==> config.mk <==
export PLATFORM = sky130hd
export DESIGN_NAME = kalman_multi
export DESIGN_NICKNAME = d
export VERILOG_FILES = /design/src/rtl/kalman_pkg.sv /design/src/rtl/kalman_div.sv /design/src/rtl/kalman_multi.sv
export SDC_FILE = /design/constraint.sdc
export NUM_CORES = 1
export LEC_CHECK = 0
export ABC_AREA = 1
export ABC_CLOCK_PERIOD_IN_PS = 24700
export CELL_PAD_IN_SITES_DETAIL_PLACEMENT = 1
export CELL_PAD_IN_SITES_GLOBAL_PLACEMENT = 1
export CORE_UTILIZATION = 50
export DETAILED_ROUTE_END_ITERATION = 7
export DONT_BUFFER_PORTS = 1
export HOLD_SLACK_MARGIN = 0.02
export PLACE_DENSITY = 0.8
export SETUP_SLACK_MARGIN = 0.02
export SLEW_MARGIN = 20
export SYNTH_ARGS = -nofsm -noshare
export SYNTH_HDL_FRONTEND = slang
export SYNTH_SLANG_ARGS = --single-unit
==> constraint.sdc <==
create_clock -name clk -period 24.7 [get_ports clk]
set_input_delay 2.47 -clock clk [delete_from_list [all_inputs] [get_ports clk]]
set_output_delay 2.47 -clock clk [all_outputs]
set_load 0.05 [all_outputs]
==> src/rtl/kalman_pkg.sv <==
// Shared types and saturation helpers for the multi-channel Kalman filter.
package kalman_pkg;

  typedef enum logic [2:0] {
    IDLE    = 3'd0,
    PREDICT = 3'd1,
    DIVIDE  = 3'd2,
    UPDATE  = 3'd3,
    OUTPUT  = 3'd4
  } state_e;

  // Clamp an unsigned value to the range of a w-bit unsigned number.
  function automatic logic [63:0] sat_u(input logic [63:0] v, input int unsigned w);
    logic [63:0] max_v;
    max_v = (64'd1 << w) - 64'd1;
    return (v > max_v) ? max_v : v;
  endfunction

  // Clamp a signed value to the range of a w-bit two's-complement number.
  function automatic logic signed [63:0] sat_s(input logic signed [63:0] v, input int unsigned w);
    logic signed [63:0] max_v;
    logic signed [63:0] min_v;
    max_v = (64'sd1 <<< (w - 1)) - 64'sd1;
    min_v = -(64'sd1 <<< (w - 1));
    if (v > max_v) return max_v;
    if (v < min_v) return min_v;
    return v;
  endfunction

endpackage

==> src/rtl/kalman_div.sv <==
// Restoring fractional divider: quot = floor(num * 2^FRAC_W / den), one bit per cycle.
// With num <= den the remainder never exceeds den, so num == den yields all ones
// (the clamped maximum gain) without a separate clamp stage.
module kalman_div #(
  parameter int unsigned DATA_W = 16,
  parameter int unsigned FRAC_W = 8
) (
  input  logic              clk,
  input  logic              rst_n,
  input  logic              i_ena,
  input  logic              i_start,
  input  logic [DATA_W-1:0] i_num,
  input  logic [DATA_W:0]   i_den,
  output logic              o_done_c,
  output logic [FRAC_W-1:0] o_quot
);

  localparam int unsigned CNT_W = $clog2(FRAC_W + 1);

  logic [DATA_W:0]   r_rem;
  logic [DATA_W:0]   r_den;
  logic [FRAC_W-1:0] r_quot;
  logic [CNT_W-1:0]  r_cnt;
  logic [DATA_W+1:0] w_rem2;
  logic [DATA_W+1:0] w_diff;
  logic              w_ge;

  assign w_rem2 = {r_rem, 1'b0};
  assign w_diff = w_rem2 - {1'b0, r_den};
  assign w_ge   = (w_rem2 >= {1'b0, r_den});

  // Asserted during the cycle whose closing edge produces the final quotient bit.
  assign o_done_c = i_ena && (r_cnt == CNT_W'(1));
  assign o_quot   = r_quot;

  // Operand load and shift/subtract iteration; a zero denominator is replaced by
  // all ones so the (necessarily zero) numerator yields a zero quotient.
  always_ff @(posedge clk or negedge rst_n) begin
    if (!rst_n) begin
      r_rem  <= '0;
      r_den  <= '0;
      r_quot <= '0;
      r_cnt  <= '0;
    end else if (i_ena) begin
      if (i_start) begin
        r_rem  <= {1'b0, i_num};
        r_den  <= (i_den == '0) ? '1 : i_den;
        r_quot <= '0;
        r_cnt  <= CNT_W'(FRAC_W);
      end else if (r_cnt != '0) begin
        r_rem  <= (DATA_W + 1)'(w_ge ? w_diff : w_rem2);
        r_quot <= FRAC_W'({r_quot, w_ge});
        r_cnt  <= r_cnt - CNT_W'(1);
      end
    end
  end

endmodule

==> src/rtl/kalman_multi.sv <==
// Time-shared scalar Kalman filter over N_CH independent channels.
module kalman_multi
  import kalman_pkg::*;
#(
  parameter int unsigned DATA_W = 16,
  parameter int unsigned FRAC_W = 8,
  parameter int unsigned N_CH   = 4,
  parameter int unsigned CH_W   = (N_CH > 1) ? $clog2(N_CH) : 1,
  parameter int unsigned P_INIT = 2 ** FRAC_W
) (
  input  logic                     clk,
  input  logic                     rst_n,
  input  logic                     ena,
  input  logic                     in_valid,
  output logic                     in_ready,
  input  logic [CH_W-1:0]          in_ch,
  input  logic signed [DATA_W-1:0] in_z,
  input  logic [DATA_W-1:0]        q,
  input  logic [DATA_W-1:0]        r,
  output logic                     out_valid,
  input  logic                     out_ready,
  output logic [CH_W-1:0]          out_ch,
  output logic signed [DATA_W-1:0] out_x,
  output logic [FRAC_W-1:0]        out_k,
  output logic                     busy
);

  localparam int unsigned PW = DATA_W + FRAC_W + 2;
  localparam int unsigned KW = DATA_W + FRAC_W;

  state_e                   r_state;
  state_e                   w_next;
  logic [CH_W-1:0]          r_ch;
  logic                     r_ch_ok;
  logic signed [DATA_W-1:0] r_z;
  logic [DATA_W-1:0]        r_q;
  logic [DATA_W-1:0]        r_r;
  logic [DATA_W-1:0]        r_p_pred;
  logic signed [DATA_W-1:0] r_x [N_CH];
  logic [DATA_W-1:0]        r_p [N_CH];
  logic [N_CH-1:0]          r_primed;
  logic                     r_out_valid;
  logic [CH_W-1:0]          r_out_ch;
  logic signed [DATA_W-1:0] r_out_x;
  logic [FRAC_W-1:0]        r_out_k;

  logic                     w_accept;
  logic signed [DATA_W-1:0] w_x_cur;
  logic [DATA_W-1:0]        w_p_cur;
  logic                     w_primed_cur;
  logic [DATA_W-1:0]        w_p_pred;
  logic [DATA_W:0]          w_den;
  logic                     w_div_done;
  logic [FRAC_W-1:0]        w_k;
  logic signed [DATA_W:0]   w_e;
  logic signed [PW-1:0]     w_prod;
  logic signed [PW-1:0]     w_corr;
  logic signed [DATA_W-1:0] w_x_new;
  logic [KW-1:0]            w_kp;
  logic [DATA_W-1:0]        w_p_new;

  assign w_accept  = in_valid && in_ready;
  assign out_valid = r_out_valid;
  assign out_ch    = r_out_ch;
  assign out_x     = r_out_x;
  assign out_k     = r_out_k;

  // Read the addressed channel's state; out-of-range channels read as zero.
  always_comb begin
    w_x_cur      = '0;
    w_p_cur      = '0;
    w_primed_cur = 1'b0;
    for (int i = 0; i < N_CH; i++) begin
      if (r_ch_ok && (r_ch == CH_W'(i))) begin
        w_x_cur      = r_x[i];
        w_p_cur      = r_p[i];
        w_primed_cur = r_primed[i];
      end
    end
  end

  // Prediction, gain denominator and update arithmetic.
  assign w_p_pred = DATA_W'(sat_u(64'(w_p_cur) + 64'(r_q), DATA_W));
  assign w_den    = (DATA_W + 1)'(w_p_pred) + (DATA_W + 1)'(r_r);
  assign w_e      = (DATA_W + 1)'(r_z) - (DATA_W + 1)'(w_x_cur);
  assign w_prod   = PW'($signed({1'b0, w_k})) * PW'(w_e);
  assign w_corr   = w_prod >>> FRAC_W;
  assign w_x_new  = DATA_W'(sat_s(64'(w_x_cur) + 64'(w_corr), DATA_W));
  assign w_kp     = KW'(w_k) * KW'(r_p_pred);
  assign w_p_new  = r_p_pred - DATA_W'(w_kp >> FRAC_W);

  kalman_div #(
    .DATA_W (DATA_W),
    .FRAC_W (FRAC_W)
  ) u_div (
    .clk      (clk),
    .rst_n    (rst_n),
    .i_ena    (ena),
    .i_start  ((r_state == PREDICT) && ena),
    .i_num    (w_p_pred),
    .i_den    (w_den),
    .o_done_c (w_div_done),
    .o_quot   (w_k)
  );

  // State register.
  always_ff @(posedge clk or negedge rst_n) begin
    if (!rst_n) r_state <= IDLE;
    else if (ena) r_state <= w_next;
  end

  // Next-state and handshake decode; nothing advances while ena is low.
  always_comb begin
    w_next   = r_state;
    in_ready = 1'b0;
    busy     = (r_state != IDLE);
    case (r_state)
      IDLE: begin
        in_ready = ena;
        if (in_valid && ena) w_next = PREDICT;
      end
      PREDICT: if (ena) w_next = DIVIDE;
      DIVIDE:  if (w_div_done) w_next = UPDATE;
      UPDATE:  if (ena) w_next = OUTPUT;
      OUTPUT:  if (ena && out_ready) w_next = IDLE;
      default: w_next = IDLE;
    endcase
  end

  // Operand capture, channel state commit and result registers.
  always_ff @(posedge clk or negedge rst_n) begin
    if (!rst_n) begin
      r_ch        <= '0;
      r_ch_ok     <= 1'b0;
      r_z         <= '0;
      r_q         <= '0;
      r_r         <= '0;
      r_p_pred    <= '0;
      r_primed    <= '0;
      r_out_valid <= 1'b0;
      r_out_ch    <= '0;
      r_out_x     <= '0;
      r_out_k     <= '0;
      for (int i = 0; i < N_CH; i++) begin
        r_x[i] <= '0;
        r_p[i] <= DATA_W'(P_INIT);
      end
    end else if (ena) begin
      if (w_accept) begin
        r_ch    <= in_ch;
        r_ch_ok <= (32'(in_ch) < N_CH);
        r_z     <= in_z;
        r_q     <= q;
        r_r     <= r;
      end
      if (r_state == PREDICT) r_p_pred <= w_p_pred;
      if (r_state == UPDATE) begin
        r_out_valid <= 1'b1;
        r_out_ch    <= r_ch;
        if (!r_ch_ok) begin
          r_out_x <= '0;
          r_out_k <= '0;
        end else if (!w_primed_cur) begin
          r_out_x <= r_z;
          r_out_k <= {FRAC_W{1'b1}};
        end else begin
          r_out_x <= w_x_new;
          r_out_k <= w_k;
        end
        for (int i = 0; i < N_CH; i++) begin
          if (r_ch_ok && (r_ch == CH_W'(i))) begin
            r_primed[i] <= 1'b1;
            r_x[i]      <= w_primed_cur ? w_x_new : r_z;
            r_p[i]      <= w_primed_cur ? w_p_new : r_r;
          end
        end
      end
      if ((r_state == OUTPUT) && out_ready) r_out_valid <= 1'b0;
    end
  end

endmodule
==> out/qor.json <==
{
  "yosys": {
    "postSynth.asyncResetShare_pct": 100,
    "synth_seq_area_share_pct": 26.2,
    "synth_common_cells": "sky130_fd_sc_hd__nand2_1, sky130_fd_sc_hd__inv_1, sky130_fd_sc_hd__nor2_1",
    "synthesis.yosys.warnings": 0,
    "synth-edff-count": 0,
    "synth_cells": 3507,
    "synthesis.nets": 3948,
    "post-synth-top-area-cell": "sky130_fd_sc_hd__dfrtp_1",
    "synth_top_cell_area_share_pct": 25.8,
    "postSynthRegisterBits": 275,
    "ys.flop_type": "sky130_fd_sc_hd__dfrtp_1",
    "syn-cell-area_um2": 26300,
    "synth.most_common_cell": "sky130_fd_sc_hd__nand2_1",
    "synth_area_per_cell_um2": 7.49,
    "synth_top_cells_by_area": "sky130_fd_sc_hd__dfrtp_1, sky130_fd_sc_hd__fa_1, sky130_fd_sc_hd__nand2_1",
    "synth_cell_type_count": 62
  },
  "critical_path": {
    "cp.required_ns": 25.14,
    "timing.critical_path.to_type": "flop",
    "worst_r2r_path_depth": 50,
    "crit_path_top_delay_cell": "sky130_fd_sc_hd__nor2_2",
    "critical_path.most_common_cell": "sky130_fd_sc_hd__nand2_1",
    "critical_path_arrival_ns": 11.77,
    "critical-path-max-stage-delay_ns": 0.93,
    "path_class": "reg -> reg",
    "worstSetupStartpointType": "flop",
    "startpoint_of_the_worst_slack_reg_to_reg_timing_path": "r_ch_ok",
    "rr_endpoint": "out_x[3]",
    "path_max_fanout": 19,
    "worst-r2r-setup-slack_ns": 13.36
  },
  "hold_path": {
    "hp_start": "r_primed[2]",
    "hold_end": "r_primed[2]",
    "whs_path_depth": 2,
    "worstHoldPathType": "reg -> reg"
  },
  "sta": {
    "fin_ws_ns": 13.36,
    "grt_setup_unrepaired": "no",
    "finalSetupViolCount": 0,
    "worst-slew-pin-transition_ns": 1.14,
    "setup-tns-final_ns": 0,
    "timing.max_slew.rel_slack_pct": 24.3,
    "max_freq_mhz": 88.2,
    "finalHoldViolations": 0,
    "fin_crit_ns": 11.34,
    "fin_skew_ns": 0.0374,
    "finalCritPeriodShare_pct": 45.9,
    "slew_violations": 0
  },
  "floorplan": {
    "die_w_um": 231,
    "core_region_area_um2": 51600,
    "io_pins": 84,
    "die_h_um": 231,
    "rows": 83,
    "dieArea_um2": 53400,
    "initial_core_util_pct": 50.9
  },
  "cts": {
    "clkSinkCount": 275,
    "cts.root.buffer_cell": "sky130_fd_sc_hd__clkbuf_16",
    "inserted_clock_buffers": 35,
    "cts_hold_buf": 0,
    "clkSlewWorstSetupHoldPaths_ns": 0.06,
    "clock_network_latency_to_the_later_pin_of_the_worst_skew_pair_ns": 0.57,
    "cts_tree": "done",
    "resized_after_cts": 0,
    "buffer_depth_of_the_longest_clock_path": 3,
    "htree_levels": 2,
    "cts.repair_timing.setup_buffer_count": 0
  },
  "drt": {
    "drt_wl_total_um": 90200,
    "vias": 23900,
    "routedWlPerCell_um": 21.7,
    "detail_route.drc_violations": 0,
    "antenna_violating_nets_post_route": 0,
    "initialDrtViolationCount": 1434,
    "dr.pass1.iters": 7,
    "vias_per_cell": 5.75
  },
  "grt": {
    "vias_in_the_first_global_route": 25900,
    "grt_start_max_net_pins": 276,
    "grt_antenna_before_repair": 2,
    "grt_overflow_total": 0,
    "grt_overall_usage_pct": 34.5,
    "global_route_wire_length_before_repair_um": 144000
  },
  "placement": {
    "port_buffers": 0,
    "globalplace.congestion": 0.968,
    "hpwl_um": 68800,
    "post-place-ws_ns": 13.56
  },
  "finish": {
    "areaGrowthSynthToFinish_pct": 6.67,
    "antenna_cells_inserted": 0,
    "share_of_final_layout_standard_cells_stronger_than_drive_strength_1_pct": 5.41,
    "nNetsFinal": 3889,
    "final_core_util_pct": 54.3
  },
  "job": {
    "cap_viol_max_count": 0
  },
  "status": {
    "status": "finished clean"
  }
}
layout by cell type, fill, tap and decap left out, drive strengths merged, types with 20 or more instances in the layout:
cell / instances
nor3: 26
fa: 196
nand3: 187
clkbuf: 46
nor2: 283
o221ai: 21
a31oi: 24
nand2: 983
inv: 598
xnor2: 36
ha: 190
dfrtp: 271
xor2: 47
mux2: 20
nand4: 23
o21ai: 141
a21oi: 205
cell families after synthesis:
group | after synthesis | synth area share (%)
XOR/XNOR | 83 | 2.77
flip-flops | 275 | 26.2
AND/OR/NAND/NOR | 1526 | 24.0
adder cells (fa/ha/maj) | 386 | 24.0
AO/OA/AOI/OAI | 506 | 11.7
buffers and inverters | 711 | 10.4
multiplexers | 20 | 0.858
area by class of cell:
| type | count | area, um2 |
|---|---|---|
| Fill cell | 6595 | 23600 |
| Multi-Input combinational cell | 2521 | 16700 |
| Sequential cell | 275 | 6890 |
| Inverter | 597 | 2240 |
| Clock buffer | 46 | 1010 |
| Tap cell | 680 | 851 |
| Clock inverter | 16 | 218 |
| Timing Repair Buffer | 18 | 135 |
how the worst max path moves through the flow:
stage,from,endpoint,slack (ns),cells after the start
after floorplan,r_ch_ok,r_x[10],16.26,53
after global placement,r_ch_ok,r_x[2],13.88,50
after detailed placement,r_ch_ok,r_x[18],13.56,50
after CTS,r_ch_ok,out_x[3],13.45,50
after global routing,r_ch_ok,out_x[3],12.44,50
final,r_ch_ok,out_x[3],13.36,50
flip-flops by register name (all words and copies together), names as in the netlist:
signal	count
r_p	64
r_x	64
u_div.r_den	17
u_div.r_rem	17
out_x	16
r_p_pred	16
r_q	16
r_r	16
r_z	16
out_k	8
u_div.o_quot	8
r_primed	4
u_div.r_cnt	4
r_state	3
out_ch	2
r_ch	2
out_valid	1
r_ch_ok	1
metal layers:
| layer | share of wire [%] | vias to the layer above | track usage (%) |
|---|---|---|---|
| met5 | 0.013 | - | 0 |
| met4 | 2.6 | 2 | 9.44 |
| met3 | 5.2 | 157 | 4.07 |
| met2 | 48 | 639 | 58.0 |
| met1 | 45 | 12100 | 47.0 |
| li1 | - | 11000 | - |
worst max-delay path: cells and delay by family, from the launching register on:
family	cells	cell delay (ns)
adders and majority gates	8	3.24
buffers and inverters	10	1.16
AOI/OAI and AO/OA	12	2.96
xor gates and xnor gates	2	0.59
DFF	1	0.37
and+or+nand+nor	18	2.89
per-stage QoR:
stage,instances,hold WS (ns),cell area (um2)
floorplan,3507,0.423,26300
global placement,4091,0.436,26800
detailed placement,4091,0.455,26800
CTS,4153,0.474,28000
global route,4153,0.483,28000
finish,4153,0.476,28000
Power is left out: the tool's default activity adds up to more than one toggle a clock period on the data nets, which glitch-free logic cannot reach.
